## src/rtl/instr_sequencer.sv

```systemverilog
// instr_sequencer: program feeder for the mini CPU.
// Holds a small writable program store and a program counter. Stored words are
// issued one per cycle (run mode) or one per step pulse (step mode), and
// NOP_WORD is driven in every cycle where no program word is issued.
// Execution stops at a HALT command or at the last store entry.
module instr_sequencer #(
    parameter int         DEPTH    = 16,
    parameter int         ADDR_W   = 4,
    parameter logic [3:0] HALT_OP  = 4'hF,
    parameter logic [11:0] NOP_WORD = 12'h000
) (
    input  logic              clock,
    input  logic              CLR,
    input  logic              wr_en,
    input  logic [ADDR_W-1:0] wr_addr,
    input  logic [11:0]       wr_data,
    input  logic              start,
    input  logic              step_mode,
    input  logic              step,
    output logic [11:0]       instr_out,
    output logic              instr_valid,
    output logic [ADDR_W-1:0] pc,
    output logic              busy,
    output logic              done,
    output logic [ADDR_W:0]   issued_cnt
);

    typedef enum logic [1:0] {
        IDLE = 2'd0,
        RUN  = 2'd1,
        DONE = 2'd2
    } state_t;

    state_t            state_q, state_d;
    logic [ADDR_W-1:0] pc_q, pc_d;
    logic [11:0]       instr_q, instr_d;
    logic              valid_q, valid_d;
    logic [ADDR_W:0]   cnt_q, cnt_d;
    logic [11:0]       mem_q [DEPTH];

    logic              issue;
    logic [11:0]       word;

    assign issue = !step_mode || step;
    assign word  = mem_q[pc_q];

    // Program store: writable only while not running; reset leaves the program intact.
    always_ff @(posedge clock) begin
        if (wr_en && (state_q != RUN)) begin
            mem_q[wr_addr] <= wr_data;
        end
    end

    // State register; reset aborts any run and forces a NOP onto the CPU bus.
    always_ff @(posedge clock) begin
        if (CLR) begin
            state_q <= IDLE;
            pc_q    <= '0;
            instr_q <= NOP_WORD;
            valid_q <= 1'b0;
            cnt_q   <= '0;
        end else begin
            state_q <= state_d;
            pc_q    <= pc_d;
            instr_q <= instr_d;
            valid_q <= valid_d;
            cnt_q   <= cnt_d;
        end
    end

    // Next-state logic: NOP unless a non-HALT word is issued this cycle; pc never wraps.
    always_comb begin
        state_d = state_q;
        pc_d    = pc_q;
        instr_d = NOP_WORD;
        valid_d = 1'b0;
        cnt_d   = cnt_q;
        unique case (state_q)
            IDLE, DONE: begin
                if (start) begin
                    state_d = RUN;
                    pc_d    = '0;
                    cnt_d   = '0;
                end
            end
            RUN: begin
                if (issue) begin
                    if (word[11:8] == HALT_OP) begin
                        state_d = DONE;
                    end else begin
                        instr_d = word;
                        valid_d = 1'b1;
                        cnt_d   = cnt_q + (ADDR_W+1)'(1);
                        if (pc_q == ADDR_W'(DEPTH-1)) begin
                            state_d = DONE;
                        end else begin
                            pc_d = pc_q + ADDR_W'(1);
                        end
                    end
                end
            end
            default: begin
                state_d = IDLE;
            end
        endcase
    end

    assign instr_out   = instr_q;
    assign instr_valid = valid_q;
    assign pc          = pc_q;
    assign busy        = (state_q == RUN);
    assign done        = (state_q == DONE);
    assign issued_cnt  = cnt_q;

endmodule

```

## config.mk

```make
export PLATFORM = sky130hd
export DESIGN_NAME = instr_sequencer
export DESIGN_NICKNAME = d
export VERILOG_FILES = /design/src/rtl/instr_sequencer.sv
export SDC_FILE = /design/constraint.sdc
export NUM_CORES = 1
export LEC_CHECK = 0
export CORE_ASPECT_RATIO = 1.5
export CORE_MARGIN = 4
export CORE_UTILIZATION = 55
export CTS_CLUSTER_SIZE = 16
export DETAILED_ROUTE_END_ITERATION = 6
export PLACE_DENSITY = 0.74
export SYNTH_ARGS = -nofsm -noshare
export SYNTH_HDL_FRONTEND = slang
export SYNTH_SLANG_ARGS = --single-unit
```

## constraint.sdc

```tcl
create_clock -name clock -period 3.5 [get_ports clock]
set_clock_uncertainty 0.05 [all_clocks]
set_input_delay 1.05 -clock clock [delete_from_list [all_inputs] [get_ports clock]]
set_output_delay 1.05 -clock clock [all_outputs]
set_load 0.02 [all_outputs]
```

==> results.md, run 1 <==
- Detailed-route DRC error count: 0
- Worst Path Arrival: 1.92 ns
- Worst setup SP type: register
- Maximum clock insertion buffer count: 3
- Commonest cells in the synthesized netlist: sky130_fd_sc_hd__edfxtp_1, sky130_fd_sc_hd__mux4_2, sky130_fd_sc_hd__dfxtp_1
- Mean number of vias per cell: 6.04
- Final TNS setup: 0 ns
- Root buffer cell: sky130_fd_sc_hd__clkbuf_16
- RSZ-0062 raised after global routing: no
- Number of buffers inserted during clock tree synthesis: 20
- DPL Wire Length: 11400 um
- Sink count of the clock tree: 220
- Post-Syn Area per Cell: 20.2 um^2
- Port-buffer cells: 45
- Fraction of registers with async set/reset: 0
- H-tree depth: 1
- Power consumption: 5.29 mW
- Number of max-slew violations in the final report: 0
- Post-Syn Nets: 442
- Number of global-route vias before repair: 4463
- Wire length of the first global-routing pass: 25900 um
- Layout area overhead: 17.7%
- 1st-iter DRT viols: 279
- Largest net degree at the start of global routing: 33
- Proportion of synthesized chip area in sequential cells: 0.748
- Maximum clock rate: 331 MHz
- Proportion of netlist area held by the largest area contributor: 0.681
- Initial antenna violation count: 0
- Worst Tran Pin Value: 0.742 ns
- Number of inserted diodes: 0
- TritonCTS clock tree: built
- Final Non-Filler Cells: 712
- Count of fill cells added during filler insertion: 947
- Nature of the critical path endpoint: output port
- Final count of negative-setup-slack endpoints: 0
- Cell with the most instances after synthesis: sky130_fd_sc_hd__edfxtp_1
- Worst-path fanout max: 6
- Max_slew headroom: 0.505
- Peak ir drop on the vdd network: 0.000390 V
- Number of cells upsized or downsized after cts: 0
- Post-CTS setup buffer count: 0
- CORE AREA: 15100 um^2
- Effective utilization at floorplan: 0.561
- Routed vias: 4297
- Count of placed standard cells including taps: 678
- Min Clock Period, post-route: 3.02 ns
- Leading area contributor after synthesis: sky130_fd_sc_hd__edfxtp_1
- Distinct cells, synth: 48
- Per-cell routed wire length: 23.7 um
- Number of storage elements in the synthesis netlist: 220
- Fraction of layout cells with a size suffix above 1: 0.246
- Primary flip-flop cell chosen by synthesis mapping: sky130_fd_sc_hd__edfxtp_1
- Leak Pwr: 3.26 nW
- Status: completed
- Setup CP Type: reg -> out
- Hold Violations, Final: 0
- Antenna-violating nets left: 0
- Number of flops mapped to enable cells by yosys: 192
- Clk Latency, worst-skew pair: 0.49 ns
- Slowest cell delay on critical path: 0.65 ns
- Main area contributors after synthesis: sky130_fd_sc_hd__edfxtp_1, sky130_fd_sc_hd__mux4_2, sky130_fd_sc_hd__dfxtp_1
- Post-Synthesis Cell Area: 8460 um^2
- CTS hold repair buffers: 0
- # Max-Cap Violations: 0
- Number of warnings reported in the yosys synthesis log: 0
- Global route overflow: 0
- Max stage delay cell, worst path: sky130_fd_sc_hd__clkdlybuf4s50_1
- Synthesized netlist cell count: 418
- Row cnt: 55
- Die width: 109 um
- Total area of multi-input combinational cells: 2000 um^2
- Net count of the finished layout: 525
- Cell chain of the critical path: nand2b_1 -> inv_1 -> clkdlybuf4s50_1
- Overall die height: 160 um
- Crit share post-route: 0.863
- Power density normalized to cell area: 531 nW/um^2
- Sequential standard cell area: 6330 um^2
- Class of the worst hold path: reg -> reg
- CTS clock-pin slew for the worst setup and hold paths: 0.07 ns
- Overall routed net length: 16900 um
- First drt pass iteration count: 5
- Number of ports placed on the die boundary: 46
- Die area: 17500 um^2
- Gr usage total: 0.201
- Worst endpoint required time: 2.40 ns
- Gp weighted congestion: 0.873
[worst paths after layout]
kind                            cells after the start     startpoint            end  slack [ns]
worst min register to register                      3  issued_cnt[4]  issued_cnt[4]        0.48
worst max register to register                      7       register  issued_cnt[0]        0.57
worst max-delay path                                3     state_q[1]           busy        0.48
worst min-delay path                                3  issued_cnt[4]  issued_cnt[4]        0.48
[cells by family (layout without fill, tap and decap cells)]
group / count (synthesis) / count (layout) / synth area share
flops: 220 / 220 / 0.748
compound gates: 47 / 47 / 0.0447
fa+ha+maj: 2 / 2 / 0.00296
buf+inv: 25 / 120 / 0.0180
mux: 65 / 65 / 0.150
simple gates: 59 / 59 / 0.0370
[worst max-delay path, delay by kind of cell, from the launching register on]
family	cells	cell delay, ns
AND/OR/NAND/NOR	1	0.24
buffers and inverters	2	0.88
flip-flops	1	0.31
[stage by stage]
step	util	setup slack (ns)	area [um^2]	hold WS, ns
after floorplan	-	0.703	8460	0.504
after global placement	0.618	0.442	9310	0.464
after detailed placement	0.618	0.375	9310	0.476
after CTS	0.661	0.451	9960	0.485
after global routing	0.661	0.346	9960	0.543
final	0.661	0.479	9960	0.484
[metal layers]
metal  global-route usage  wire, um  vias up
li1                     -         -     1895
met1                0.251      6260     2242
met2                0.365      9510      129
met3               0.0303       832       31
met4               0.0471       287        0
met5                    0         0        -
[where the power goes]
part / leakage (nW) / internal (mW) / switching (mW)
registers: 1.96 / 2.88 / 0.0221
clock network: 0.321 / 1.26 / 0.868
logic: 0.979 / 0.121 / 0.139
[final cells by class]
class	count	share of cell area
flip-flops and latches	220	0.635
clock buffers	24	0.0549
clock inverters	10	0.0100
well taps	199	0.0250
multi-input cells	173	0.201
inverters	7	0.00264
repair buffers	79	0.0708
[registers in the layout, summed over array words and instances (netlist names), named ones only]
name	flops
instr_out	12
pc	4
mem_q	192
instr_valid	1
issued_cnt	5
state_q	2
[layout by cell type, fill, tap and decap left out, types with 2 or more instances in the layout]
cell	n
sky130_fd_sc_hd__edfxtp_1	192
sky130_fd_sc_hd__clkdlybuf4s50_1	45
sky130_fd_sc_hd__mux4_2	44
sky130_fd_sc_hd__buf_4	34
sky130_fd_sc_hd__dfxtp_1	27
sky130_fd_sc_hd__clkbuf_16	21
sky130_fd_sc_hd__nor2_1	18
sky130_fd_sc_hd__mux2i_1	16
sky130_fd_sc_hd__and3_1	12
sky130_fd_sc_hd__a221oi_1	7
sky130_fd_sc_hd__a21oi_1	7
sky130_fd_sc_hd__nand2b_1	6
sky130_fd_sc_hd__inv_1	6
sky130_fd_sc_hd__nand2_1	5
sky130_fd_sc_hd__nor2b_1	4
sky130_fd_sc_hd__nor3_2	4
sky130_fd_sc_hd__a22oi_1	4
sky130_fd_sc_hd__o21ai_0	4
sky130_fd_sc_hd__mux4_1	4
sky130_fd_sc_hd__clkinv_2	4
sky130_fd_sc_hd__a22o_1	3
sky130_fd_sc_hd__a21oi_2	3
sky130_fd_sc_hd__clkinv_1	3
sky130_fd_sc_hd__o21ai_1	2
sky130_fd_sc_hd__a22oi_2	2
sky130_fd_sc_hd__nand2_2	2
sky130_fd_sc_hd__a32o_1	2
sky130_fd_sc_hd__nand3b_1	2
sky130_fd_sc_hd__a31oi_1	2
sky130_fd_sc_hd__a211oi_1	2
sky130_fd_sc_hd__ha_1	2
sky130_fd_sc_hd__clkbuf_1	2
sky130_fd_sc_hd__bufinv_16	2
(Power assumes the default switching activity.)
==> run 2: changes to the inputs <==
--- a/config.mk
+++ b/config.mk
@@ -8,8 +8,10 @@
 export CORE_ASPECT_RATIO = 1.5
 export CORE_MARGIN = 4
 export CORE_UTILIZATION = 55
+export CTS_BUF_LIST = sky130_fd_sc_hd__clkbuf_4
 export CTS_CLUSTER_SIZE = 16
 export DETAILED_ROUTE_END_ITERATION = 6
+export HOLD_SLACK_MARGIN = 0.03
 export PLACE_DENSITY = 0.74
 export SYNTH_ARGS = -nofsm -noshare
 export SYNTH_HDL_FRONTEND = slang
==> results.md, run 2 (same netlist as run 1, synthesis figures left out) <==
- Root buffer cell: sky130_fd_sc_hd__clkbuf_4
- Worst setup SP type: register
- Per-cell routed wire length: 22.1 um (-7.0%)
- Layout area overhead: 17.5%
- Leak Pwr: 3.32 nW (+1.9%)
- Power density normalized to cell area: 511 nW/um^2 (-3.9%)
- Number of global-route vias before repair: 4748 (+6.4%)
- Max stage delay cell, worst path: sky130_fd_sc_hd__clkdlybuf4s50_1
- Number of cells upsized or downsized after cts: 0 (unchanged)
- Peak ir drop on the vdd network: 0.000319 V (-18%)
- Worst Path Arrival: 2.04 ns (+0.12 ns)
- Net count of the finished layout: 554 (+5.5%)
- Final TNS setup: 0 ns (unchanged)
- Hold Violations, Final: 0 (unchanged)
- DPL Wire Length: 11400 um (unchanged)
- Count of fill cells added during filler insertion: 1006 (+6.2%)
- Highest-count cells in the layout ignoring fill and taps: sky130_fd_sc_hd__edfxtp_1, sky130_fd_sc_hd__clkbuf_4, sky130_fd_sc_hd__clkdlybuf4s50_1
- Worst Tran Pin Value: 0.777 ns (+0.0348 ns)
- Family with the most delay on the worst path: buffers and inverters
- Post-placement setup slack: 0.375 ns (unchanged)
- WP buf/inv: 2 (unchanged)
- Min Clock Period, post-route: 3.14 ns (+0.114 ns)
- CORE AREA: 15100 um^2 (unchanged)
- 1st-iter DRT viols: 261 (-6.5%)
- Max reg flops: 192 (unchanged)
- Mean number of vias per cell: 5.81 (-3.8%)
- RSZ-0062 raised after global routing: no
- Setup CP Type: reg -> out
- Placement-stage cell area: 9310 um^2 (unchanged)
- Die area: 17500 um^2 (unchanged)
- # Max-Cap Violations: 0 (unchanged)
- TritonCTS clock tree: built
- CTS hold repair buffers: 0 (unchanged)
- Final worst-path setup slack: 0.365 ns (-0.114 ns)
- Slowest cell delay on critical path: 0.65 ns (about the same)
- Overall routed net length: 16900 um (+0.16%)
- Number of max-slew violations in the final report: 0 (unchanged)
- Largest net degree at the start of global routing: 33 (unchanged)
- Port-buffer cells: 45 (unchanged)
- Overall die height: 160 um (unchanged)
- Routed vias: 4454 (+3.7%)
- Cell chain of the critical path: nand2b_1 -> inv_1 -> clkdlybuf4s50_1
- Final count of negative-setup-slack endpoints: 0 (unchanged)
- First drt pass iteration count: 5 (unchanged)
- Sink count of the clock tree: 220 (unchanged)
- Crit share post-route: 0.896 (+0.0327)
- Row cnt: 55 (unchanged)
- Wire length of the first global-routing pass: 26400 um (+1.8%)
- Number of buffers inserted during clock tree synthesis: 49 (+150%)
- Most flops, register: mem_q
- Total area of multi-input combinational cells: 2000 um^2 (unchanged)
- Global route overflow: 0 (unchanged)
- Gr usage total: 0.204 (+0.00303)
- Effective utilization at floorplan: 0.561 (unchanged)
- Detailed-route DRC error count: 0 (unchanged)
- Worst endpoint required time: 2.40 ns (about the same)
- Number of ports placed on the die boundary: 46 (unchanged)
- Worst-path fanout max: 6 (unchanged)
- Maximum clock insertion buffer count: 3 (unchanged)
- Most common library cell in the layout ignoring fill and taps: sky130_fd_sc_hd__edfxtp_1
- Initial antenna violation count: 1 (+1)
- Fraction of layout cells with a size suffix above 1: 0.314 (+0.0683)
- Worst hold-check slack: 0.484 ns (+0.000122 ns)
- Maximum clock rate: 319 MHz (-3.6%)
- Sequential standard cell area: 6330 um^2 (unchanged)
- Antenna-violating nets left: 0 (unchanged)
- Gp weighted congestion: 0.873 (unchanged)
- Die width: 109 um (unchanged)
- Post-CTS setup buffer count: 0 (unchanged)
- Finished layout cell area: 9940 um^2 (-0.20%)
- Status: completed
- Max_slew headroom: 0.481 (-0.0232)
- Class of the worst hold path: reg -> reg
- Nature of the critical path endpoint: output port
- H-tree depth: 2 (+1)
- Clk Latency, worst-skew pair: 0.60 ns (+0.11 ns)
- CTS clock-pin slew for the worst setup and hold paths: 0.07 ns (about the same)
run 2: changes by cell type in the layout (fill, tap and decap cells not counted), moves of 2 or more:
| cell | change |
|---|---|
| sky130_fd_sc_hd__clkbuf_4 | +78 |
| sky130_fd_sc_hd__clkinv_1 | +4 |
| sky130_fd_sc_hd__clkbuf_1 | -2 |
| sky130_fd_sc_hd__bufinv_16 | -2 |
| sky130_fd_sc_hd__clkinv_2 | -3 |
| sky130_fd_sc_hd__clkbuf_16 | -21 |
| sky130_fd_sc_hd__inv_2 | +2 |
run 2: tightest hold or removal path, delay by kind of cell, from the launching register on:
family / cells / cell delay [ns]
buf+inv: 1 / 0.05
flops: 1 / 0.32
simple gates: 1 / 0.06
compound gates: 1 / 0.06
run 2: layer usage:
metal	global-route usage	vias up	share of wire	routed length (um)
li1	-	1996	-	-
met1	0.248	2278	0.36	6150
met2	0.366	154	0.57	9600
met3	0.0400	26	0.055	925
met4	0.0579	0	0.014	245
met5	0	-	0	0
run 2: report_power, final:
part | leakage [nW] | internal, mW | switching (mW)
clock network | 0.382 | 1.01 | 0.904
logic | 0.979 | 0.121 | 0.138
registers | 1.96 | 2.88 | 0.0217
total | 3.32 | 4.01 | 1.06
run 2: final timing paths:
path | startpoint | endpoint | slack [ns] | cells past startpoint
setup reg to reg | register | issued_cnt[0] | 0.55 | 8
hold reg to reg | issued_cnt[4] | issued_cnt[4] | 0.48 | 3
hold / removal | issued_cnt[4] | issued_cnt[4] | 0.48 | 3
setup / recovery | state_q[1] | busy | 0.36 | 3
run 2: layout make-up:
class | instances | share of cell area
Sequential cell | 220 | 0.637
Multi-Input combinational cell | 173 | 0.202
Timing Repair Buffer | 79 | 0.0710
Clock buffer | 78 | 0.0589
Tap cell | 199 | 0.0250
Clock inverter | 10 | 0.00390
Inverter | 7 | 0.00264
Antenna cell | 1 | 0.000252
run 2: stage by stage:
stage / total power [mW] / util / std cells
global placement: 3.22 / 0.618 / 678
CTS: 5.13 / 0.659 / 766
finish: 5.08 / 0.660 / 767
global route: 5.30 / 0.660 / 767
floorplan: 3.11 / - / 418
detailed placement: 3.22 / 0.618 / 678
